<file path="src/rtl/program_streamer.sv">
// program_streamer: walks a block-structured program held in a synchronous ROM
// and presents each block header and its data bytes on valid/ready streams.
module program_streamer #(
    parameter int PROGRAM_SIZE   = 16,
    parameter int PROG_ADDR_BITS = $clog2(PROGRAM_SIZE),
    parameter int ADDR_BYTES     = 2,
    parameter bit CHECKSUM_EN    = 1'b1
) (
    input  logic                      clk,
    input  logic                      rst_n,
    output logic [PROG_ADDR_BITS-1:0] prog_addr,
    input  logic [7:0]                prog_data,
    input  logic                      start,
    input  logic                      abort,
    output logic                      busy,
    output logic                      done,
    output logic                      err_checksum,
    output logic                      err_overrun,
    output logic                      hdr_valid,
    input  logic                      hdr_ready,
    output logic [7:0]                hdr_length,
    output logic [8*ADDR_BYTES-1:0]   hdr_address,
    output logic [7:0]                hdr_type,
    output logic                      data_valid,
    input  logic                      data_ready,
    output logic [7:0]                data_byte,
    output logic                      data_last,
    output logic [15:0]               block_count
);

    localparam int AW = 8 * ADDR_BYTES;
    localparam logic [PROG_ADDR_BITS:0] LIMIT = (PROG_ADDR_BITS + 1)'(PROGRAM_SIZE);
    localparam logic [PROG_ADDR_BITS:0] PTR_ONE = (PROG_ADDR_BITS + 1)'(1);
    localparam logic [2:0] TYPE_IDX = 3'(ADDR_BYTES + 1);
    localparam logic [7:0] EOP_TYPE = 8'h01;

    typedef enum logic [2:0] {
        IDLE,
        HDR_FETCH,
        HDR_OUT,
        DATA,
        CSUM,
        EOP
    } state_t;

    state_t                    state_q, state_d;
    logic [PROG_ADDR_BITS-1:0] prog_addr_q, prog_addr_d;
    logic [PROG_ADDR_BITS:0]   ptr_q, ptr_d;
    logic                      issued_q, issued_d;
    logic                      avail_q, avail_d;
    logic [2:0]                hidx_q, hidx_d;
    logic [7:0]                len_q, len_d;
    logic [AW-1:0]             addr_q, addr_d;
    logic [7:0]                typ_q, typ_d;
    logic [7:0]                cnt_q, cnt_d;
    logic [7:0]                sum_q, sum_d;
    logic                      dvalid_q, dvalid_d;
    logic [7:0]                dbyte_q, dbyte_d;
    logic                      dlast_q, dlast_d;
    logic                      done_q, done_d;
    logic                      err_cs_q, err_cs_d;
    logic                      err_ov_q, err_ov_d;
    logic [15:0]               blk_q, blk_d;

    logic       want;
    logic       need;
    logic       take;
    logic       in_range;
    logic       issue;
    logic       starve;
    logic [7:0] byte_sum;

    assign in_range = ptr_q < LIMIT;
    assign issue    = need && !issued_q && (!avail_q || take) && in_range;
    assign starve   = want && !issued_q && !avail_q && !in_range;
    assign byte_sum = sum_q + prog_data;

    assign prog_addr    = prog_addr_q;
    assign busy         = state_q != IDLE;
    assign done         = done_q;
    assign err_checksum = err_cs_q;
    assign err_overrun  = err_ov_q;
    assign hdr_valid    = state_q == HDR_OUT;
    assign hdr_length   = len_q;
    assign hdr_address  = addr_q;
    assign hdr_type     = typ_q;
    assign data_valid   = dvalid_q;
    assign data_byte    = dbyte_q;
    assign data_last    = dlast_q;
    assign block_count  = blk_q;

    // Fetch demand: want = byte needed now, need = prefetch allowed, take = consume ROM byte.
    always_comb begin
        want = 1'b0;
        need = 1'b0;
        take = 1'b0;
        unique case (state_q)
            HDR_FETCH: begin
                want = 1'b1;
                take = avail_q;
                need = !(take && hidx_q == TYPE_IDX && prog_data == EOP_TYPE);
            end
            HDR_OUT: begin
                need = typ_q != EOP_TYPE;
            end
            DATA: begin
                want = cnt_q != len_q;
                take = avail_q && want && (!dvalid_q || data_ready);
                need = 1'b1;
            end
            CSUM: begin
                want = 1'b1;
                take = avail_q;
                need = 1'b1;
            end
            default: begin
                need = 1'b0;
            end
        endcase
    end

    // Next-state logic: ROM fetch pipeline, block parsing and run control.
    always_comb begin
        state_d     = state_q;
        prog_addr_d = prog_addr_q;
        ptr_d       = ptr_q;
        issued_d    = issued_q;
        avail_d     = avail_q;
        hidx_d      = hidx_q;
        len_d       = len_q;
        addr_d      = addr_q;
        typ_d       = typ_q;
        cnt_d       = cnt_q;
        sum_d       = sum_q;
        dvalid_d    = dvalid_q;
        dbyte_d     = dbyte_q;
        dlast_d     = dlast_q;
        done_d      = done_q;
        err_cs_d    = err_cs_q;
        err_ov_d    = err_ov_q;
        blk_d       = blk_q;

        if (issued_q) begin
            issued_d = 1'b0;
            avail_d  = 1'b1;
        end else if (take) begin
            avail_d = 1'b0;
        end
        if (issue) begin
            prog_addr_d = ptr_q[PROG_ADDR_BITS-1:0];
            ptr_d       = ptr_q + PTR_ONE;
            issued_d    = 1'b1;
            avail_d     = 1'b0;
        end
        if (take) begin
            sum_d = byte_sum;
        end

        unique case (state_q)
            IDLE: begin
                if (start && !abort) begin
                    state_d     = HDR_FETCH;
                    prog_addr_d = '0;
                    ptr_d       = PTR_ONE;
                    issued_d    = 1'b1;
                    avail_d     = 1'b0;
                    hidx_d      = 3'd0;
                    sum_d       = 8'd0;
                    done_d      = 1'b0;
                    err_cs_d    = 1'b0;
                    err_ov_d    = 1'b0;
                    blk_d       = 16'd0;
                end
            end
            HDR_FETCH: begin
                if (take) begin
                    unique case (1'b1)
                        hidx_q == 3'd0: begin
                            len_d  = prog_data;
                            hidx_d = hidx_q + 3'd1;
                        end
                        hidx_q == TYPE_IDX: begin
                            typ_d   = prog_data;
                            hidx_d  = 3'd0;
                            state_d = HDR_OUT;
                        end
                        default: begin
                            addr_d = {addr_q[AW-9:0], prog_data};
                            hidx_d = hidx_q + 3'd1;
                        end
                    endcase
                end
                if (starve) begin
                    err_ov_d = 1'b1;
                    state_d  = EOP;
                end
            end
            HDR_OUT: begin
                if (hdr_ready) begin
                    blk_d = (blk_q == 16'hFFFF) ? blk_q : blk_q + 16'd1;
                    cnt_d = 8'd0;
                    if (typ_q == EOP_TYPE) begin
                        state_d = EOP;
                    end else if (len_q == 8'd0) begin
                        if (CHECKSUM_EN) begin
                            state_d = CSUM;
                        end else begin
                            state_d = HDR_FETCH;
                            sum_d   = 8'd0;
                        end
                    end else begin
                        state_d = DATA;
                    end
                end
            end
            DATA: begin
                if (take) begin
                    dbyte_d  = prog_data;
                    dlast_d  = cnt_q == len_q - 8'd1;
                    dvalid_d = 1'b1;
                    cnt_d    = cnt_q + 8'd1;
                end else if (dvalid_q && data_ready) begin
                    dvalid_d = 1'b0;
                end
                if (dvalid_q && data_ready && dlast_q) begin
                    dlast_d = 1'b0;
                    if (CHECKSUM_EN) begin
                        state_d = CSUM;
                    end else begin
                        state_d = HDR_FETCH;
                        sum_d   = 8'd0;
                    end
                end
                if (starve) begin
                    err_ov_d = 1'b1;
                    dvalid_d = 1'b0;
                    dlast_d  = 1'b0;
                    state_d  = EOP;
                end
            end
            CSUM: begin
                if (take) begin
                    if (byte_sum != 8'd0) begin
                        err_cs_d = 1'b1;
                        state_d  = EOP;
                    end else begin
                        sum_d   = 8'd0;
                        state_d = HDR_FETCH;
                    end
                end
                if (starve) begin
                    err_ov_d = 1'b1;
                    state_d  = EOP;
                end
            end
            EOP: begin
                done_d  = 1'b1;
                state_d = IDLE;
            end
            default: begin
                state_d = IDLE;
            end
        endcase

        if (abort && state_q != IDLE) begin
            state_d  = IDLE;
            dvalid_d = 1'b0;
            dlast_d  = 1'b0;
            issued_d = 1'b0;
            avail_d  = 1'b0;
            done_d   = 1'b0;
        end
    end

    // State register; reset drops every output to zero at once.
    always_ff @(posedge clk or negedge rst_n) begin
        if (!rst_n) begin
            state_q     <= IDLE;
            prog_addr_q <= '0;
            ptr_q       <= '0;
            issued_q    <= 1'b0;
            avail_q     <= 1'b0;
            hidx_q      <= 3'd0;
            len_q       <= 8'd0;
            addr_q      <= '0;
            typ_q       <= 8'd0;
            cnt_q       <= 8'd0;
            sum_q       <= 8'd0;
            dvalid_q    <= 1'b0;
            dbyte_q     <= 8'd0;
            dlast_q     <= 1'b0;
            done_q      <= 1'b0;
            err_cs_q    <= 1'b0;
            err_ov_q    <= 1'b0;
            blk_q       <= 16'd0;
        end else begin
            state_q     <= state_d;
            prog_addr_q <= prog_addr_d;
            ptr_q       <= ptr_d;
            issued_q    <= issued_d;
            avail_q     <= avail_d;
            hidx_q      <= hidx_d;
            len_q       <= len_d;
            addr_q      <= addr_d;
            typ_q       <= typ_d;
            cnt_q       <= cnt_d;
            sum_q       <= sum_d;
            dvalid_q    <= dvalid_d;
            dbyte_q     <= dbyte_d;
            dlast_q     <= dlast_d;
            done_q      <= done_d;
            err_cs_q    <= err_cs_d;
            err_ov_q    <= err_ov_d;
            blk_q       <= blk_d;
        end
    end

endmodule
</file>
<file path="config.mk">
export PLATFORM = sky130hd
export DESIGN_NAME = program_streamer
export DESIGN_NICKNAME = d
export VERILOG_FILES = /design/src/rtl/program_streamer.sv
export SDC_FILE = /design/constraint.sdc
export NUM_CORES = 1
export LEC_CHECK = 0
export ABC_AREA = 1
export BUFFER_PORTS_ARGS = -buffer_cell sky130_fd_sc_hd__clkbuf_2
export CAP_MARGIN = 40
export CORE_ASPECT_RATIO = 0.7
export CORE_UTILIZATION = 62
export CTS_CLUSTER_DIAMETER = 50
export DETAILED_ROUTE_END_ITERATION = 6
export PLACE_DENSITY = 0.9
export SLEW_MARGIN = 10
export SYNTH_ARGS = -nofsm -noshare
export SYNTH_HDL_FRONTEND = slang
export SYNTH_SLANG_ARGS = --single-unit
export TNS_END_PERCENT = 30
</file>
<file path="constraint.sdc">
create_clock -name clk -period 3.4 [get_ports clk]
set_input_delay 0.68 -clock clk [delete_from_list [all_inputs] [get_ports clk]]
set_output_delay 0.68 -clock clk [all_outputs]
set_load 0.02 [all_outputs]
</file>
==> impl_metrics.toml, run 1 <==
[logic_synthesis]
yosys.cell_types.count = 42
synthArstFlopShare_pct = 100
yosys.cell_count.top_type = "nand2_1"
synth-warning-count = 0
synth_top_area_cell = "dfrtp_1"
seq_area_frac_synth_pct = 44.5
syn-cell-area_sq_um = 5290
synthTopCellsByCount = "nand2_1 (180), dfrtp_1 (94), inv_1 (79)"
ys_seq_elements = 94
synthFlopType = "dfrtp_1"
syn_avg_cell_area_sq_um = 7.84
synth_top_area_share_pct = 44.5
syn-num-nets = 702
synth_area_leaders = "dfrtp_1 (44%), nand2_1 (13%), inv_1 (5.6%), o21ai_0 (4.7%), nor2_1 (4.3%)"
synthCells = 674
synth_edf_count = 0

[floorplanning]
design.portCount = 81
die_area_sq_um = 8910
initial_core_util_pct = 65.5
die_h_um = 79.3
die_w_um = 112
num_rows = 27
core_sq_um = 8070

[cts]
clkSlewWorstSetupHoldPaths_ns = 0.07
cts_made_buffers = 9
h-tree-depth = 3
cts_resized = 0
cts_root_buf = "clkbuf_16"
cts_tree = "done"
clock-sinks = 94
clk_latency_ns = 0.35
clock_tree.buffer_depth = 2
hold_buffers = 0
cts_setup_buffers = 0

[sta]
period_share_pct = 75.3
rsz0062_at_grt = "false"
setup_tns_ns = 0
finalHoldViolCount = 0
fin_crit_ns = 2.56
clock.fmax_mhz = 391
relSlewSlack_pct = 59.1
skew_ns = 0.00859
tightest_slew_ns = 0.612
setup_violations = 0
final_max_slew_viol_count = 0

[power_and_ir_drop]
p_clk_share_pct = 21.6
swShare_pct = 44.4
power_switching_mw = 2.20
p_seq_share_pct = 34.5
intPower_mw = 2.75
p_per_area_nw_per_um2 = 814
ir_drop_mv = 0.619
p_leak_nw = 3.12
power_frac_comb_pct = 43.9

[place]
hpwl_um = 10100
gp_congestion = 0.967
numPortBuffers = 80
dpl-instance-area_sq_um = 5770

[global_routing]
grt_max_degree = 54
grt_pass1_vias = 4774
antenna_found_initial = 0
grt_pass1_wl_um = 22900
grt-ovfl-total = 0
grt_usage_pct = 33.3

[routing]
postRouteAntennaNets = 0
post-route-drc-count = 0
via_per_inst = 5.86
initialDrtViolationCount = 472
routedWlPerCell_um = 16.3
dr.pass1.iters = 5
drt_wl_total_um = 14000
num_vias = 5040

[layout]
syn2layout_area_growth_pct = 15.1
nFillCells = 601
final_layout_size_suffix_gt1_share_pct = 17.3
num_antenna_cells = 0
nets = 784
final_area_sq_um = 6090

[flow_run]
drv_cap = 0

[setup_path]
cp_max_fo = 24
required_ns = 3.63
crit_type = "reg -> reg"
arrival_ns = 2.79
cp-start-kind = "flop"
end_kind = "flop"

[min_path]
hold_path.class = "in -> async"

[outcome]
status = "finished, final reports clean"
## final timing paths
kind                                         start                           to  slack (ns)  depth (start not counted)
setup / recovery            state_q[2]$_DFFE_PN0P_  hdr_address[13]$_DFFE_PN0P_        0.84                          8
hold / removal                               rst_n   hdr_address[5]$_DFFE_PN0P_        0.32                          1
setup reg to reg            state_q[2]$_DFFE_PN0P_  hdr_address[13]$_DFFE_PN0P_        0.84                          8
hold reg to reg            err_overrun$_DFFE_PN0P_      err_overrun$_DFFE_PN0P_        0.49                          2
max in group asynchronous                    rst_n     data_byte[0]$_DFFE_PN0P_        2.40                          2
min in group clk           err_overrun$_DFFE_PN0P_      err_overrun$_DFFE_PN0P_        0.49                          2
## layout by cell type, fill, tap and decap left out, types with 3 or more instances in the layout
cell type	count
a21oi_1	35
buf_4	3
clkbuf_16	9
clkbuf_2	79
dfrtp_1	94
ha_1	13
inv_1	79
inv_2	4
mux2_2	8
nand2_1	180
nand2_2	4
nand3_1	31
nand3b_1	4
nand4_1	15
nor2_1	61
nor2_2	3
nor2_4	3
nor3_1	16
o21a_1	8
o21ai_0	50
o21ai_1	6
o31ai_1	8
xnor2_1	4
xor2_1	13
## area by class of cell
type / instances / area (sq um) / share of cell area (%)
clock inverter: 4 / 72.6 / 1.19
clock buffer: 10 / 239 / 3.93
multi-input combinational: 484 / 2540 / 41.7
sequential: 94 / 2350 / 38.7
inverter: 84 / 318 / 5.22
tap: 101 / 126 / 2.08
timing repair buffer: 83 / 438 / 7.20
## sequential cells by signal, summed over array words and instances (netlist names), 3 cells and up
name	count
data_byte	8
hidx_q	3
state_q	3
block_count	16
hdr_type	8
sum_q	8
hdr_length	8
ptr_q	5
hdr_address	16
cnt_q	8
prog_addr	4
## power by group through the flow
stage                     registers, mW  logic, mW  clock network (mW)
after floorplan                    1.89       1.30                   0
after global placement             1.69       2.02                   0
after detailed placement           1.71       2.12                   0
after CTS                          1.70       2.14                1.08
after global routing               1.74       2.40                1.12
final                              1.71       2.17                1.07
## per-stage QoR
step / instances / util (%) / hold WS (ns) / setup WS [ns] / power, mW
6_report: 860 / 75.4 / 0.317 / 0.841 / 4.96
3_3_place_gp: 846 / 71.5 / 0.468 / 0.920 / 3.71
3_5_place_dp: 846 / 71.5 / 0.476 / 0.795 / 3.83
2_1_floorplan: 674 / - / 0.384 / 1.18 / 3.18
4_1_cts: 860 / 75.4 / 0.335 / 0.894 / 4.92
5_1_grt: 860 / 75.4 / 0.365 / 0.693 / 5.26
## cells by family after synthesis
group / Yosys count / synth area share, %
compound gates: 115 / 12.1
xor+xnor: 17 / 2.82
fa+ha+maj: 14 / 3.46
buf+inv: 96 / 7.46
flops: 94 / 44.5
mux: 9 / 1.89
simple gates: 329 / 27.8
## critical path: stages, from the launching register on
cell	delay [ns]
dfrtp_1	0.42
inv_2	0.12
nand2_2	0.09
nor2_4	0.25
inv_1	0.20
nand2_1	0.21
nand3_4	0.19
nor2_4	0.53
mux2_2	0.41
## layer usage
layer | vias up | part of all wire [%] | wire length, um | GRT usage (%)
li1 | 2363 | - | - | -
met1 | 2374 | 43 | 6000 | 44.4
met2 | 271 | 46 | 6480 | 52.7
met3 | 32 | 8.9 | 1250 | 7.79
met4 | 0 | 2.0 | 282 | 13.7
met5 | - | 0 | 0 | 0
(Power assumes the default switching activity.)
==> run 2: changes to the inputs <==
Settings changed: CORE_UTILIZATION 62 to 52, PLACE_DENSITY 0.9 to 0.81.
Clock period 3.4 ns to 2.1 ns, I/O delays scaled along.
==> impl_metrics.toml, run 2 (synthesis results as in run 1) <==
[layout]
final_cell_mix = "nand2_1 (176), dfrtp_1 (94), inv_1 (79), clkbuf_2 (79), nor2_1 (55)"
final_cells = 920
final_layout_size_suffix_gt1_share_pct = 22.3
final_util_pct = 65.8
syn2layout_area_growth_pct = 21.9
layout_commonest_cell = "nand2_1"
nets = 815
final_area_sq_um = 6450
num_antenna_cells = 0

[cts]
clock-sinks = 94
clock_tree.buffer_depth = 2
cts_root_buf = "clkbuf_16"
cts_tree = "done"
clkSlewWorstSetupHoldPaths_ns = 0.06
clk_latency_ns = 0.35
hold_buffers = 0
h-tree-depth = 3
cts_made_buffers = 9

[setup_path]
cp-start-kind = "flop"
slowest_stage = "dfrtp_1"
cp_common_cell = "nor2_4"
crit_type = "reg -> reg"
reg2regPathDepth = 10
cp_cell_sequence = "inv_2 -> nand2_2 -> nor2_4 -> nand2_1 -> a21oi_2 -> nand3_4 -> buf_4 -> nor2_4 -> buf_12 -> mux2_2"
end_kind = "flop"
cp_max_fo = 24
reg2reg_to = "hdr_address[9]$_DFFE_PN0P_"
rrSetupSlack_ns = 0.05
r2r_start = "state_q[2]$_DFFE_PN0P_"
critPathBufInv = 3
crit_family = "simple AND/OR/NAND/NOR gates"
arrival_ns = 2.27
required_ns = 2.33
crit_path_max_incr_delay_ns = 0.42

[routing]
post-route-drc-count = 0
drt_wl_total_um = 14000
num_vias = 5051
routedWlPerCell_um = 15.2
dr.pass1.iters = 5
initialDrtViolationCount = 443
via_per_inst = 5.49
postRouteAntennaNets = 0

[sta]
fin_crit_ns = 2.05
skew_ns = 0.00852
setup_violations = 0
finalHoldViolCount = 0
period_share_pct = 97.4
relSlewSlack_pct = 69.2
clock.fmax_mhz = 489
final_max_slew_viol_count = 0
rsz0062_at_grt = "true"
tightest_slew_ns = 0.461

[place]
hpwl_um = 10200
dpl-instance-area_sq_um = 6030
numPortBuffers = 80
place_inst = 901
gp_congestion = 0.941

[power_and_ir_drop]
ir_drop_mv = 0.681
p_leak_nw = 3.28
power_mw = 8.32
p_per_area_nw_per_um2 = 1290

[global_routing]
use_met3_pct = 5.72
grt-ovfl-total = 0
grt_max_degree = 66
grt_usage_pct = 28.0
grt-busiest-layer = "met2"
antenna_found_initial = 0
grtUsageMet1_pct = 39.2
grt_pass1_vias = 4796
use_met2_pct = 42.4
grt_pass1_wl_um = 22900

[floorplanning]
die_w_um = 123
initial_core_util_pct = 54.0
design.portCount = 81
num_rows = 30
die_h_um = 86.4
core_sq_um = 9800
die_area_sq_um = 10600

[min_path]
hold_path.class = "in -> async"

[outcome]
status = "finished, final reports clean"

[flow_run]
drv_cap = 0
[run 2: cell types whose count changed in the layout (fill, tap and decap cells not counted), sizes merged]
cell and change:
nor2 +1, buf +30, clkinv +1, clkinvlp -1, clkbuf +2
[run 2: worst max-delay path by stage]
stage                            from                           to  slack (ns)  depth (start not counted)
2_1_floorplan  state_q[2]$_DFFE_PN0P_  block_count[11]$_DFFE_PN0P_        0.11                         10
3_3_place_gp             prog_data[0]           sum_q[7]$_DFF_PN0_       -0.09                         10
3_5_place_dp             prog_data[0]           sum_q[1]$_DFF_PN0_       -0.14                         10
4_1_cts        state_q[0]$_DFFE_PN0P_       state_q[0]$_DFFE_PN0P_       0.001                         12
5_1_grt        state_q[0]$_DFFE_PN0P_  hdr_address[10]$_DFFE_PN0P_       -0.04                         10
6_report       state_q[2]$_DFFE_PN0P_   hdr_address[9]$_DFFE_PN0P_        0.05                         10
[run 2: metal layers]
metal / wire length (um) / up-vias
met5: 0 / -
met4: 273 / 0
met3: 1000 / 28
met2: 6370 / 194
met1: 6320 / 2404
li1: - / 2425
[run 2: final cells by class]
type / instances / area [sq um]
Inverter: 84 / 318
Fill cell: 816 / 3350
Clock buffer: 12 / 246
Sequential cell: 94 / 2350
Tap cell: 128 / 160
Clock inverter: 4 / 70.1
Timing Repair Buffer: 113 / 688
Multi-Input combinational cell: 485 / 2610
[run 2: power by group]
| group | internal, mW | total [mW] | switching [mW] |
|---|---|---|---|
| logic | 1.29 | 3.82 | 2.53 |
| registers | 2.32 | 2.75 | 0.429 |
| clock network | 1.07 | 1.75 | 0.678 |
[run 2: per-stage QoR]
stage	hold slack [ns]	TNS [ns]	worst slack, ns
finish	0.0692	0	0.0536
global route	0.0957	-0.495	-0.0409
CTS	0.0857	0	0.00111
detailed placement	0.458	-1.14	-0.139
global placement	0.457	-0.744	-0.0889
floorplan	0.124	0	0.109
[run 2: what timing repair did]
item,4_1_cts,5_1_grt
buffers inserted,0,2
gates resized for setup,4,18
pin swaps,2,5
gates cloned,0,1
endpoints found under the setup margin,18,43
